### src/rtl/rf_write_arbiter.sv
// rtl/rf_write_arbiter.sv - register file write-port controller: reset clear sweep, then round-robin arbitration of two writeback requesters
module rf_write_arbiter #(
   parameter int NREG = 32,
   parameter int DW   = 32,
   parameter int AW   = 5
) (
   input  logic          clk,
   input  logic          rstd,
   input  logic          v0,
   input  logic [AW-1:0] a0,
   input  logic [DW-1:0] d0,
   output logic          rdy0,
   input  logic          v1,
   input  logic [AW-1:0] a1,
   input  logic [DW-1:0] d1,
   output logic          rdy1,
   output logic [AW-1:0] wa,
   output logic [DW-1:0] wr,
   output logic          wren,
   output logic          init_done,
   output logic [15:0]   stall_cnt
);

   typedef enum logic {INIT, RUN} state_t;

   state_t        state, state_nxt;
   logic [AW-1:0] cnt, cnt_nxt;
   logic          ptr, ptr_nxt;
   logic [AW-1:0] wa_nxt;
   logic [DW-1:0] wr_nxt;
   logic          wren_nxt;
   logic [15:0]   stall_nxt;
   logic          run, g0, g1;

   // ptr only breaks ties; a lone requester is always served
   assign run       = (state == RUN);
   assign g0        = run & v0 & (~v1 | ~ptr);
   assign g1        = run & v1 & (~v0 | ptr);
   assign rdy0      = g0;
   assign rdy1      = g1;
   assign init_done = run;

   always_comb begin
      state_nxt = state;
      cnt_nxt   = cnt;
      ptr_nxt   = ptr;
      wa_nxt    = wa;
      wr_nxt    = wr;
      wren_nxt  = 1'b1;
      stall_nxt = stall_cnt;
      case (state)
         INIT: begin
            wa_nxt   = cnt;
            wr_nxt   = '0;
            wren_nxt = 1'b0;
            cnt_nxt  = cnt + 1'b1;
            if (cnt == AW'(NREG - 1))
               state_nxt = RUN;
         end
         RUN: begin
            if (g0) begin
               wa_nxt   = a0;
               wr_nxt   = d0;
               wren_nxt = (a0 == '0);
               ptr_nxt  = 1'b1;
            end else if (g1) begin
               wa_nxt   = a1;
               wr_nxt   = d1;
               wren_nxt = (a1 == '0);
               ptr_nxt  = 1'b0;
            end
            if (((v0 & ~g0) | (v1 & ~g1)) && (stall_cnt != 16'hFFFF))
               stall_nxt = stall_cnt + 16'd1;
         end
      endcase
   end

   always_ff @(posedge clk or negedge rstd) begin
      if (!rstd) begin
         state     <= INIT;
         cnt       <= '0;
         ptr       <= 1'b0;
         wa        <= '0;
         wr        <= '0;
         wren      <= 1'b1;
         stall_cnt <= '0;
      end else begin
         state     <= state_nxt;
         cnt       <= cnt_nxt;
         ptr       <= ptr_nxt;
         wa        <= wa_nxt;
         wr        <= wr_nxt;
         wren      <= wren_nxt;
         stall_cnt <= stall_nxt;
      end
   end

endmodule
### config.mk
export PLATFORM = sky130hd
export DESIGN_NAME = rf_write_arbiter
export DESIGN_NICKNAME = d
export VERILOG_FILES = /design/src/rtl/rf_write_arbiter.sv
export SDC_FILE = /design/constraint.sdc
export NUM_CORES = 1
export LEC_CHECK = 0
export ABC_AREA = 1
export BUFFER_PORTS_ARGS = -buffer_cell sky130_fd_sc_hd__buf_4
export CAP_MARGIN = 20
export CORE_MARGIN = 2
export CORE_UTILIZATION = 45
export DETAILED_ROUTE_END_ITERATION = 10
export GPL_TIMING_DRIVEN = 1
export PLACE_DENSITY = 0.85
export SLEW_MARGIN = 20
export SYNTH_ARGS = -nofsm -noshare
export SYNTH_HDL_FRONTEND = slang
export SYNTH_SLANG_ARGS = --single-unit
### constraint.sdc
create_clock -name clk -period 1.7 [get_ports clk]
set_input_delay 0.085 -clock clk [delete_from_list [all_inputs] [get_ports clk]]
set_output_delay 0.085 -clock clk [all_outputs]
set_load 0.05 [all_outputs]
# Yosys cells after proc, flatten, opt, wreduce, memory -nomap -nowiden
# Index checks and enable logic that the tools add are counted.
dict set report word_totals {
  ff_bits 61
  latchBits 0
  ramBits 0
  rom_bits 0
  out_inout_bits 57
  memories 0
}
dict set report classes {
  addsub 2
  mul 0
  div_mod_pow 0
  magnitude_cmp 0
  eq_ne 3
  n_shift 0
  n_mux 13
  n_bitwise 15
  n_reduce_logical 6
}
# op count
set op_table {}
lappend op_table {{$mux W32} 2}
lappend op_table {{$pmux W32 S2} 1}
lappend op_table {{$add A16 B1 Y16 const B} 1}
lappend op_table {{$ne A16 B16 Y1 const B} 1}
lappend op_table {{$logic_not A5 Y1} 2}
lappend op_table {{$mux W5} 2}
lappend op_table {{$pmux W5 S2} 1}
lappend op_table {{$and A1 B1 Y1} 6}
lappend op_table {{$mux W1} 6}
lappend op_table {{$not A1 Y1} 6}
lappend op_table {{$add A5 B1 Y5 const B} 1}
lappend op_table {{$eq A5 B5 Y1 const B} 1}
lappend op_table {{$reduce_and A2 Y1} 2}
lappend op_table {{$ne A3 B1 Y1 const B} 1}
lappend op_table {{$or A1 B1 Y1} 3}
lappend op_table {{$pmux W1 S2} 1}
lappend op_table {{$reduce_bool A2 Y1} 1}
lappend op_table {{$logic_and A1 B1 Y1} 1}

# Longest topological paths before layout
dict set report depth {
  word_depth 8
  mapped_depth 9
  mapped_depth_nobuf 9
}

# Worst setup path before layout
# No wires, ideal clock.
dict set report synth_path {
  path_type {register -> register}
  from {register state, in the netlist init_done}
  to {register wren}
  setup_time_ns 0.096
  t_arrival_ns 1.922
  t_required_ns 1.604
  path_slack_ns -0.317
  path_stages_with_launch 6
  path_cell_list {dfrtp_1 nand2_1 a21oi_1 o21ai_0 nand2_1 a21oi_1}
}
dict set report synth_via {
  elab_chain_len 5
}
# element line
set synth_lines {}
lappend synth_lines {{start, declared} 26} ;# state_t state, state_nxt;
lappend synth_lines {{start signal, assigned} 88} ;# state <= state_nxt;
lappend synth_lines {{$and A1 B1 Y1 (2 in series)} 38} ;# assign g1 = run & v1 & (~v0 | ptr);
lappend synth_lines {{net rdy1} 16} ;# output logic rdy1,
lappend synth_lines {{$mux W1} 66} ;# end else if (g1) begin
lappend synth_lines {{$mux W1} 61} ;# if (g0) begin
lappend synth_lines {{$pmux W1 S2} 51} ;# case (state)
lappend synth_lines {{net wren_nxt} 31} ;# logic wren_nxt;
lappend synth_lines {{end signal, assigned} 93} ;# wren <= wren_nxt;
lappend synth_lines {{end, declared} 19} ;# output logic wren,
# The timed path passes the listed nets, and every way through them passes these cells.
# A chain may end at the register's enable or synchronous reset.

# Worst setup path after layout
dict set report layout_path {
  from {register state, in the netlist init_done}
  to {output port rdy0}
}
dict set report layout_via {
  elab_chain_len 2
}
# element line
set layout_lines {}
lappend layout_lines {{$and A1 B1 Y1 (2 in series)} 37} ;# assign g0 = run & v0 & (~v1 | ~ptr);
lappend layout_lines {{end, declared} 12} ;# output logic rdy0,
# No other way between the ends.

==> impl_metrics.csv <==
group,metric,value,unit
clocking,clock_latency,330,ps
clocking,cts.sinks,61,
detailed_routing,viasPerCell,5.08,
cells_and_area,drive_above_1_share,33.6,%
logic_synthesis,yosys_warnings,0,
logic_synthesis,synthArstFlopShare,100,%
global_routing,track_usage,23.7,%
global_routing,grt-ovfl-total,0,
detailed_routing,wl,8450,um
detailed_routing,firstDrtPassIters,5,
place,place_inst,601,
worst_setup_path,crit_path_top_delay_cell,"dfrtp_2",
power,intPower,2.70,mW
sta,finalMaxSlewViolations,0,
worst_setup_path,critPathCaptureType,"output pin",
worst_setup_path,slowest_delay,370,ps
global_routing,grt_pass1_wl,14100,um
cells_and_area,final_cell_mix,"buf_4 (148), nand2_1 (110), o21ai_0 (74), dfrtp_1 (57), nor2_1 (51)",
place,pre_cts_ws,106,ps
power,p_switching,1.49,mW
status,status,"completed",
logic_synthesis,muxShareOfSynthArea,0,%
sta,setup_viol,0,
cells_and_area,final_common_cell,"buf_4",
worst_setup_path,worstPathRequired,1620,ps
power,seqPwrFrac,40.5,%
worst_setup_path,cp_top_family,"buffers and inverters",
sta,max_freq,0.646,GHz
detailed_routing,via_count,3162,
clocking,ctsRootBufferMaster,"clkbuf_8",
clocking,h-tree-depth,3,
clocking,cts_tree,"built",
power,irDropWorstVdd,485,uV
detailed_routing,wl_per_cell,13.6,um
logic_synthesis,ys_ff_latch,61,
sta,fin_ws,151,ps
clocking,cts_buffer_depth,2,
global_routing,first_global_vias,3168,
worst_setup_path,crit_chain,"nand2_1 -> inv_1 -> o21ai_2 -> inv_6 -> buf_4",
worst_setup_path,startpoint_type,"register",
min_path,hp-class,"input port to register",
floorplanning,io_pins,135,
sta,min_period_over_period,91.1,%
floorplanning,start_util,45.7,%
logic_synthesis,yosys.area_share.simple,24.5,%
logic_synthesis,synthAdderAreaFrac,1.23,%
worst_setup_path,crit_type,"register to output pin",
detailed_routing,route.detailed.drc,0,
logic_synthesis,syn_nets,471,
logic_synthesis,yosys.area.top_type_share,49.2,%
power,p_per_area,942,nW/um2
detailed_routing,drtIter0Drc,157,
global_routing,grt_max_degree,41,
floorplanning,placementRows,30,
worst_setup_path,crit_end,"rdy0",
place,dp_hpwl,6150,um
logic_synthesis,synth_edf_count,0,
clocking,cts_made_buffers,9,
detailed_routing,drtAntennaViolNets,0,
worst_setup_path,r2r-end,"wr[21]",
logic_synthesis,ys_top_cells_by_area,"dfrtp_1 (49%), nand2_1 (14%), o21ai_0 (12%)",
power,total_power,4.18,mW
worst_setup_path,critPathMaxFanout,37,
sta,period_needed,1550,ps
logic_synthesis,synth_ff_type,"dfrtp_1",
logic_synthesis,syn_area_per_cell,7.82,um2
worst_setup_path,path_buf_inv,3,
floorplanning,coreArea,6680,um2
place,gp_congestion,0.841,
worst_setup_path,worstPathArrival,1460,ps
worst_setup_path,startpoint,"init_done",
floorplanning,die_h,86.4,um
floorplanning,fp.dieArea,7460,um2
power,swShare,35.5,%
clocking,clkTransAtPathRegs,60,ps
cells_and_area,nets,618,
worst_setup_path,r2r_setup_slack,170,ps
logic_synthesis,netlist.top_cell.by_area,"dfrtp_1",
cells_and_area,diodes,0,
sta,tns,0,ps
logic_synthesis,synth_cell_types,30,
cells_and_area,synthToLayoutAreaGrowth,45.5,%
power,clockPowerShare,28.1,%
flow_run,cap_violations,0,
worst_setup_path,crit-reg2reg-launch,"init_done",
worst_setup_path,reg2reg_depth,6,
cells_and_area,finalNonFillerCells,622,
sta,worst_clock_skew,8.35,ps
worst_setup_path,crit_cells,5,
logic_synthesis,ys_seq_area_share,50.1,%
logic_synthesis,synth_xor_area_share,2.58,%
power,p_comb_share,31.4,%
sta,worst_pin_slew,464,ps
sta,hold_viol,0,
sta,relSlewSlack,69.1,%
floorplanning,fp.dieW,86.4,um
logic_synthesis,netlist_area,3050,um2
sta,rsz0062_at_grt,"no",
logic_synthesis,syn-instance-count,390,
logic_synthesis,synth_top_family_by_area,"simple AND/OR/NAND/NOR gates",
logic_synthesis,synth_compound_area_share,15.8,%
power,p_leak,2.20,nW
global_routing,antenna_found_initial,0,
place,portBuffers,134,
## cells by family (layout without fill, tap and decap cells)
kind of cell	Yosys count	count (layout)
AOI/OAI and AO/OA	92	92
xor gates and xnor gates	9	9
adders and majority gates	3	3
buffers and inverters	42	194
DFF	61	61
and+or+nand+nor	183	183
## synthesized netlist by cell type, drive strengths merged (3+ instances only)
cell and instances:
nand3 7, buf 11, xnor2 8, ha 3, o21ai 80, o22ai 3, dfrtp 60, clkbuf 5
inv 26, nand4 4, a21oi 8, nand2 113, nor2 56
## cell type report
type                    instances  area [um2]
clock inverters                 1        5.00
inverters                      26         103
well taps                      80         100
clock buffers                  15         176
multi-input cells             287        1350
fillers                       548        2240
repair buffers                152        1170
flip-flops and latches         61        1530
## worst min path at each step
stage	from	endpoint	slack (ps)	cells after the start
after floorplan	rstd	cnt[0]	-210	0
after global placement	rstd	wr[17]	80	1
after detailed placement	rstd	wr[17]	80	1
after CTS	a0[3]	wren	1	4
after global routing	a0[3]	wren	8	4
final	a0[3]	wren	20	4
## per-stage QoR
| step | utilization, % | hold slack, ps | instance area, um2 |
|---|---|---|---|
| global placement | 63.0 | 80.2 | 4210 |
| detailed placement | 63.0 | 79.9 | 4210 |
| global route | 66.4 | 7.88 | 4440 |
| CTS | 66.0 | 1.46 | 4410 |
| floorplan | - | -211 | 3060 |
| finish | 66.4 | 16.2 | 4440 |
## metal layers
layer / part of all wire [%] / global-route usage, %
met5: 0 / 0
met1: 41 / 28.2
met3: 6.3 / 5.14
met2: 51 / 41.5
met4: 1.6 / 9.52
## worst register-to-register path, delay by kind of cell (launching register included)
kind,cells,cell delay [ps]
compound gates,3,480
buf+inv,2,440
flops,1,410
simple gates,1,110
## flip-flops by register name (all words and copies together) (netlist names)
| name | cells |
|---|---|
| cnt | 5 |
| init_done | 1 |
| ptr | 1 |
| stall_cnt | 16 |
| wa | 5 |
| wr | 32 |
| wren | 1 |
## power groups by stage
stage	clock [mW]	combinational, mW	sequential, mW
after CTS	1.20	1.31	1.69
after floorplan	0	0.273	2.20
after global placement	0	1.28	1.71
after global routing	1.26	1.41	1.71
after detailed placement	0	1.30	1.71
final	1.18	1.31	1.69
## what timing repair did
action,CTS,global route
pin swaps,0,1
resized for setup,1,2
endpoints found under the hold margin,35,0
buffers inserted,0,3
gates cloned,0,0
setup endpoints to repair,1,12
hold buffers,2,0
Power figures use the tool's default switching activity.
